### config.mk
export PLATFORM = sky130hd
export DESIGN_NAME = id_regfile_sb
export DESIGN_NICKNAME = d
export VERILOG_FILES = /design/src/rtl/id_regfile_sb.sv
export SDC_FILE = /design/constraint.sdc
export NUM_CORES = 2
export LEC_CHECK = 0
export BUFFER_PORTS_ARGS = -buffer_cell sky130_fd_sc_hd__buf_2
export CAP_MARGIN = 20
export CORE_ASPECT_RATIO = 0.7
export CORE_MARGIN = 2
export CORE_UTILIZATION = 55
export DETAILED_ROUTE_END_ITERATION = 12
export MAX_ROUTING_LAYER = met4
export PLACE_DENSITY = 0.68
export SYNTH_ARGS = -nofsm -noshare
export SYNTH_HDL_FRONTEND = slang
export SYNTH_SLANG_ARGS = --single-unit
export TNS_END_PERCENT = 30
### constraint.sdc
create_clock -name i_clk -period 79.9 [get_ports i_clk]
set_input_delay 11.985 -clock i_clk [delete_from_list [all_inputs] [get_ports i_clk]]
set_output_delay 11.985 -clock i_clk [all_outputs]
set_load 0.03 [all_outputs]
### src/rtl/id_regfile_sb.sv
// id_regfile_sb: RV32I 32 x XLEN register file with a per-register pending-write scoreboard.
// Optional write-to-read bypass is compiled in when REGFILE_BYPASS_EN is defined.
module id_regfile_sb #(
  parameter int XLEN   = 32,
  parameter int PEND_W = 2
) (
  input  logic            i_clk,
  input  logic            i_reset,
  input  logic [4:0]      i_rdReg1,
  input  logic [4:0]      i_rdReg2,
  output logic [XLEN-1:0] o_rdData1,
  output logic [XLEN-1:0] o_rdData2,
  output logic            o_hazard1,
  output logic            o_hazard2,
  input  logic            i_issueValid,
  input  logic [4:0]      i_issueRd,
  output logic            o_issueStall,
  input  logic            i_wrSig,
  input  logic [4:0]      i_wrReg,
  input  logic [XLEN-1:0] i_wrData,
  output logic            o_wbUnderflow
);
  localparam logic [PEND_W-1:0] PEND_MAX = {PEND_W{1'b1}};
  localparam logic [PEND_W-1:0] PEND_ONE = {{(PEND_W-1){1'b0}}, 1'b1};

  logic [XLEN-1:0]   regs      [32];
  logic [PEND_W-1:0] pend      [32];
  logic [PEND_W-1:0] pend_next [32];
  logic [31:0]       inc;
  logic [31:0]       dec;
  logic              wr_active;
  logic              issue_stall;
  logic              issue_accept;
  logic              wb_underflow_reg;

  assign wr_active    = i_wrSig & (i_wrReg != 5'd0);
  // A saturated counter can still accept an issue when a writeback frees a slot this cycle.
  assign issue_stall  = i_issueValid & (i_issueRd != 5'd0) & (pend[i_issueRd] == PEND_MAX)
                      & ~(i_wrSig & (i_wrReg == i_issueRd));
  assign issue_accept = i_issueValid & (i_issueRd != 5'd0) & ~issue_stall;
  assign o_issueStall  = issue_stall;
  assign o_wbUnderflow = wb_underflow_reg;

  genvar gi;
  generate
    for (gi = 0; gi < 32; gi++) begin : g_pend
      assign inc[gi] = issue_accept & (i_issueRd == 5'(gi));
      assign dec[gi] = i_wrSig & (i_wrReg == 5'(gi)) & (pend[gi] != '0);
      assign pend_next[gi] = (inc[gi] & ~dec[gi]) ? pend[gi] + PEND_ONE :
                             (dec[gi] & ~inc[gi]) ? pend[gi] - PEND_ONE : pend[gi];
    end
  endgenerate

  always_ff @(posedge i_clk or posedge i_reset) begin
    if (i_reset) begin
      for (int i = 0; i < 32; i++) pend[i] <= '0;
    end else begin
      for (int i = 0; i < 32; i++) pend[i] <= pend_next[i];
    end
  end

  always_ff @(posedge i_clk or posedge i_reset) begin
    if (i_reset) begin
      for (int i = 0; i < 32; i++) regs[i] <= '0;
    end else if (wr_active) begin
      regs[i_wrReg] <= i_wrData;
    end
  end

  always_ff @(posedge i_clk or posedge i_reset) begin
    if (i_reset) begin
      wb_underflow_reg <= 1'b0;
    end else if (wr_active & (pend[i_wrReg] == '0)) begin
      wb_underflow_reg <= 1'b1;
    end
  end

  logic [4:0]      rd_idx  [2];
  logic [XLEN-1:0] rd_data [2];
  logic [1:0]      hazard;

  assign rd_idx[0] = i_rdReg1;
  assign rd_idx[1] = i_rdReg2;

  generate
    for (gi = 0; gi < 2; gi++) begin : g_rd
      logic byp;
`ifdef REGFILE_BYPASS_EN
      assign byp = wr_active & (i_wrReg == rd_idx[gi]);
`else
      assign byp = 1'b0;
`endif
      assign rd_data[gi] = byp ? i_wrData :
                           (rd_idx[gi] == 5'd0) ? '0 : regs[rd_idx[gi]];
      // A bypassed writeback that retires the last pending write resolves the hazard now.
      assign hazard[gi] = (rd_idx[gi] != 5'd0) & (pend[rd_idx[gi]] != '0)
                        & ~(byp & (pend[rd_idx[gi]] == PEND_ONE));
    end
  endgenerate

  assign o_rdData1 = rd_data[0];
  assign o_rdData2 = rd_data[1];
  assign o_hazard1 = hazard[0];
  assign o_hazard2 = hazard[1];
endmodule

### Word level (Yosys, flattened, before mapping)

Index checks and enable logic that the tools add are counted.

* add/subtract/negate cells: 64
* eq/ne operators: 64
* muxes and demuxes: 87
* shift operators: 0
* $mul: 0
* magnitude comparators: 5
* div/mod/pow operators: 0
* reductions and logical operators: 76
* bitwise gates (word level): 239

Operators by type and width (number)
* $bwmux 1024: 1
* $bmux 32 s5: 2
* $mux 32: 7
* $and 1x1->1: 169
* $demux 32 s5: 1
* $eq 5x5->1 const B: 32
* $mux 2: 72
* $reduce_bool 2->1: 66
* $eq 5x4->1 const B: 16
* $not 1->1: 66
* $add 2x1->2 const B: 32
* $sub 2x1->2 const B: 32
* $bmux 2 s5: 4
* $eq 5x3->1 const B: 8
* $ge 6x6->1 const B: 4
* $not 5->6: 4
* $eq 5x2->1 const B: 4
* $logic_not 5->1: 4
* $reduce_bool 5->1: 4
* $eq 5x1->1 const B: 2
* $lt 6x1->1 const B: 1
* $eq 5x5->1: 1
* $eq 2x2->1 const B: 1
* $logic_not 2->1: 1
* $logic_and 1x1->1: 1

* latch bits: 0
* memories: 0
* register bits: 1089
* RAM bits: 0
* logic and storage cells: 600
* memory bits (read-only): 0
* output and inout bits: 68

### Depth between registers and ports, before layout

* depth after elaboration: 14
* depth in mapped cells: 12
* mapped depth without buffers: 9

### Worst setup path before layout

Ideal clock, no wire load.

* kind: input-to-output
* start: in i_rdReg2[2]
* end: out o_hazard2
* required time: 67.915 ns
* path buffers: 2
* stages on the path: 5
* slack: 53.990 ns
* data arrival time: 13.925 ns
* cells stage by stage: buf_2 > buf_1 > mux4_2 > mux4_2 > o22ai_1

* cells in the longest elaborated chain, start to end: 6
* elaborated cells between the ends (all ways): 7
* classes of those cells: mux (3); bitwise (2); reduce/logical (2)

RTL lines
* start, declared: line 10 `input logic [4:0] i_rdReg2,`
* $not 5->6
* $bmux 2 s5
* $mux 2 (2 in series)
* $reduce_bool 2->1: line 96 `assign hazard[gi] = (rd_idx[gi] != 5'd0) & (pend[rd_idx[gi]] != '0)`
* $and 1x1->1 (*): line 96
* end, declared: line 14 `output logic o_hazard2,`

Mark *: on every way between the ends. The rest lies on a longest branch, timed or not. The select of a mux whose other input is x is not followed.

### Worst setup path after layout

* start: in i_rdReg2[1]
* end: out o_rdData2[9]

* cells in the longest elaborated chain, start to end: 5
* elaborated cells between the ends (all ways): 6
* classes of those cells: mux (4); bitwise (1); reduce/logical (1)

RTL lines
* $not 5->6
* $bmux 32 s5: line 94 `(rd_idx[gi] == 5'd0) ? '0 : regs[rd_idx[gi]];`
* $mux 32 (not written as such) (2 in series): line 94
* $mux 32 (*): line 94
* end, declared: line 12 `output logic [XLEN-1:0] o_rdData2,`

Marks and branches as above.

==> impl_results.md <==
- Status: finished clean
- Die W: approximately 400 um
- Period utilisation layout: 0.354
- PostCTS Resize Cnt: 0
- DIE HEIGHT: around 280 um
- Cells after Synth: 3750
- Post-Synthesis Cell Area: about 59000 sq um
- Core Rows: 100
- Hold WS: 0.393 ns
- Seq/Total Area, Yosys: 0.462
- Initial DRC count: between 3000 and 4000
- Final hold viol count: 0
- Detailed-route via count: 35700
- Main combinational cell family by area after synthesis: multiplexers
- DRC: 0
- Setup-failing EPs final: 0
- Grt ovf: 0
- MaxCap Viol Count: 0
- Hold WC Path Type: register to register
- Clk sink count: 1089
- # IOs: 124
- Syn avg cell area: 15.7 sq um
- Largest net degree at the start of global routing: around 170
- Vias in the first global route: between 30000 and 40000
- Nets: 3731
- Synth-to-Final Area Change: 8.87%
- CP peak stage delay: 0.97 ns
- Clock skew: 0.0238 ns
- First-pass GRT wire length: 254000 um
- Worst-path fanout max: 108
- Xor/xnor cell area share of the yosys netlist: 0.0150
- Crit Path Category: primary input to output port
- Worst path slowest cell: buf_4
- Full die area: between 100000 and 150000 sq um
- Detailed Place HPWL: around 92000 um
- Unique masters post-synth: 39
- RSZ-0062 raised after global routing: no
- Final wirelength: 169000 um
- Post-Syn Nets: roughly 3800
- Req. time, crit path: around 68 ns
- Sum of negative setup slack: 0 ns
- CP endpoint kind: output port
- Overall Power: 0.00171 W
- Post-synthesis adder-cell area fraction: 0.00679
- Setup bufs post-CTS: 0
- Initial core utilization: 0.555
- Simple-gate share of the synthesized area: 0.0211
- Lkg Pwr: between 20 and 30 nW
- Post-DR wirelength/cell: 32.6 um
- Longest Clk Path Bufs: 3
- Commonest non-fill, non-tap cells in the layout: dfrtp_1, mux2_2, mux4_2
- Root buffer selected by CTS: clkbuf_16
- Routability cong.: 0.864
- Final Critical Period: 28.26 ns
- Clk Latency, worst-skew pair: 0.72 ns
- Crit start category: primary input
- Htree depth: 3
- Worst slew pin tran: about 1.2 ns
- CTS Hold Buffers Added: 0
- Routed Antenna Nets: 0
- Initial DRT Pass Iterations: 5
- Cts bufs inserted: 107
- Fraction of layout cells with a size suffix above 1: 0.566
- Critical Path AT: 16.28 ns
- PD cells: roughly 27 nW/um^2
- CTS clk-pin slew, worst paths: 0.06 ns
- Pre-CTS setup slack: slightly above 50 ns
- Synth warn: 0
- Peak Freq: 35.4 MHz
- Core box area: 106000 sq um
- VDD IR max: 17.5 uV
- Max_slew headroom: 0.200
- CTS tree: built
- Max-slew violation count: 0
- I/O Buffers: 123
- Synth Register Bits: 1089
- Final worst slack: 51.64 ns
- Initial antenna violation count: 5
- Final Core Density: 0.604
- Compound-cell area share of the yosys netlist: 0.00965
- Cells along the critical path: buf_8 > buf_4 > buf_4 > mux4_2 > mux4_2 > nand2_1 > o21ai_1 > buf_2
- Vias/cell: roughly 6.9
- Post-synthesis mux area share: 0.449
- Filler cells: 7850
- All-Layer GR Usage: 0.322
- Most common cell after layout, fill and taps aside: dfrtp_1
-- critical path: cells and delay by family --
kind | cells | cell delay, ns
buffers and inverters | 4 | 2.87
and+or+nand+nor | 1 | 0.09
muxes | 2 | 0.90
AOI/OAI and AO/OA | 1 | 0.17
-- sequential cells by signal (all words and copies together), names as in the netlist --
register and count:
o_wbUnderflow 1, pend 64, regs 1024
-- cells in the mapped netlist, drive strengths merged --
library cell	instances	share of area
a221oi	1	0.00015
a22o	1	0.00015
a22oi	4	0.00051
a31o	1	0.00015
a31oi	1	0.00011
and2	1	0.00011
and3	4	0.00042
buf	200	0.018
clkbuf	209	0.013
conb	1	0.000064
dfrtp	1089	0.46
ha	32	0.0068
inv	70	0.0045
mux2	993	0.19
mux4	681	0.26
nand2	90	0.0057
nand2b	3	0.00032
nand3	14	0.0012
nand4	2	0.00021
nand4b	1	0.00015
nor2	85	0.0054
nor2b	12	0.0013
nor3	36	0.0039
nor3b	1	0.00013
nor4	2	0.00021
o211ai	1	0.00013
o21ai	84	0.0071
o22ai	7	0.00074
o311ai	1	0.00015
o41ai	3	0.00045
or2	17	0.0018
or4	2	0.00025
xnor2	33	0.0049
xor2	68	0.010
-- per-stage QoR --
step / instance area [sq um] / instances
6_report: 64200 / 5166
5_1_grt: 64200 / 5166
4_1_cts: 64100 / 5157
3_5_place_dp: 60400 / 4957
3_3_place_gp: 60400 / 4957
2_1_floorplan: 59000 / 3750
-- path summary, 6_finish.rpt --
check | start | to | slack (ns) | cells past startpoint
min reg2reg | regs[1010] | regs[1010] | 0.39 | 0
max in group asynchronous | i_reset | regs[798] | 64.71 | 6
max reg2reg | pend[6] | pend[31] | 77.01 | 8
max | i_rdReg2[1] | o_rdData2[9] | 51.64 | 8
min in group asynchronous | i_reset | regs[678] | 11.38 | 2
min | regs[1010] | regs[1010] | 0.39 | 0
-- power breakdown --
group | internal [W] | total [W] | switching, W
registers | 0.000666 | 0.000763 | 0.0000967
logic | 0.000233 | 0.000396 | 0.000164
clock network | 0.000317 | 0.000547 | 0.000230
total | 0.00122 | 0.00171 | 0.000490
-- layout make-up --
class                           count  area [sq um]  share of cell area
Clock inverter                     62           779              0.0121
Antenna cell                        4          10.0            0.000156
Clock buffer                      138          3000              0.0467
Sequential cell                  1089         27300               0.424
Multi-Input combinational cell   2182         29900               0.465
Inverter                           70           270             0.00421
Timing Repair Buffer              193          1280              0.0200
Tap cell                         1428          1790              0.0278
-- routing by layer --
layer  vias to the layer above  GRT usage  part of all wire  routed length, um
li1                      14100          -                 -                  -
met1                     19700      0.454              0.42              71000
met2                      1595      0.482              0.47              79000
met3                       342     0.0630             0.077              12900
met4                         0     0.0958             0.033               5610
met5                         -          -                 0                  0
-- cells by family (layout without fill, tap and decap cells) --
kind of cell / Yosys count / after routing
fa+ha+maj: 32 / 32
simple gates: 270 / 270
compound gates: 104 / 104
flops: 1089 / 1089
xor+xnor: 101 / 101
buf+inv: 479 / 463
mux: 1674 / 1674
other cells: 1 / 5
Power figures use the tool's default switching activity.
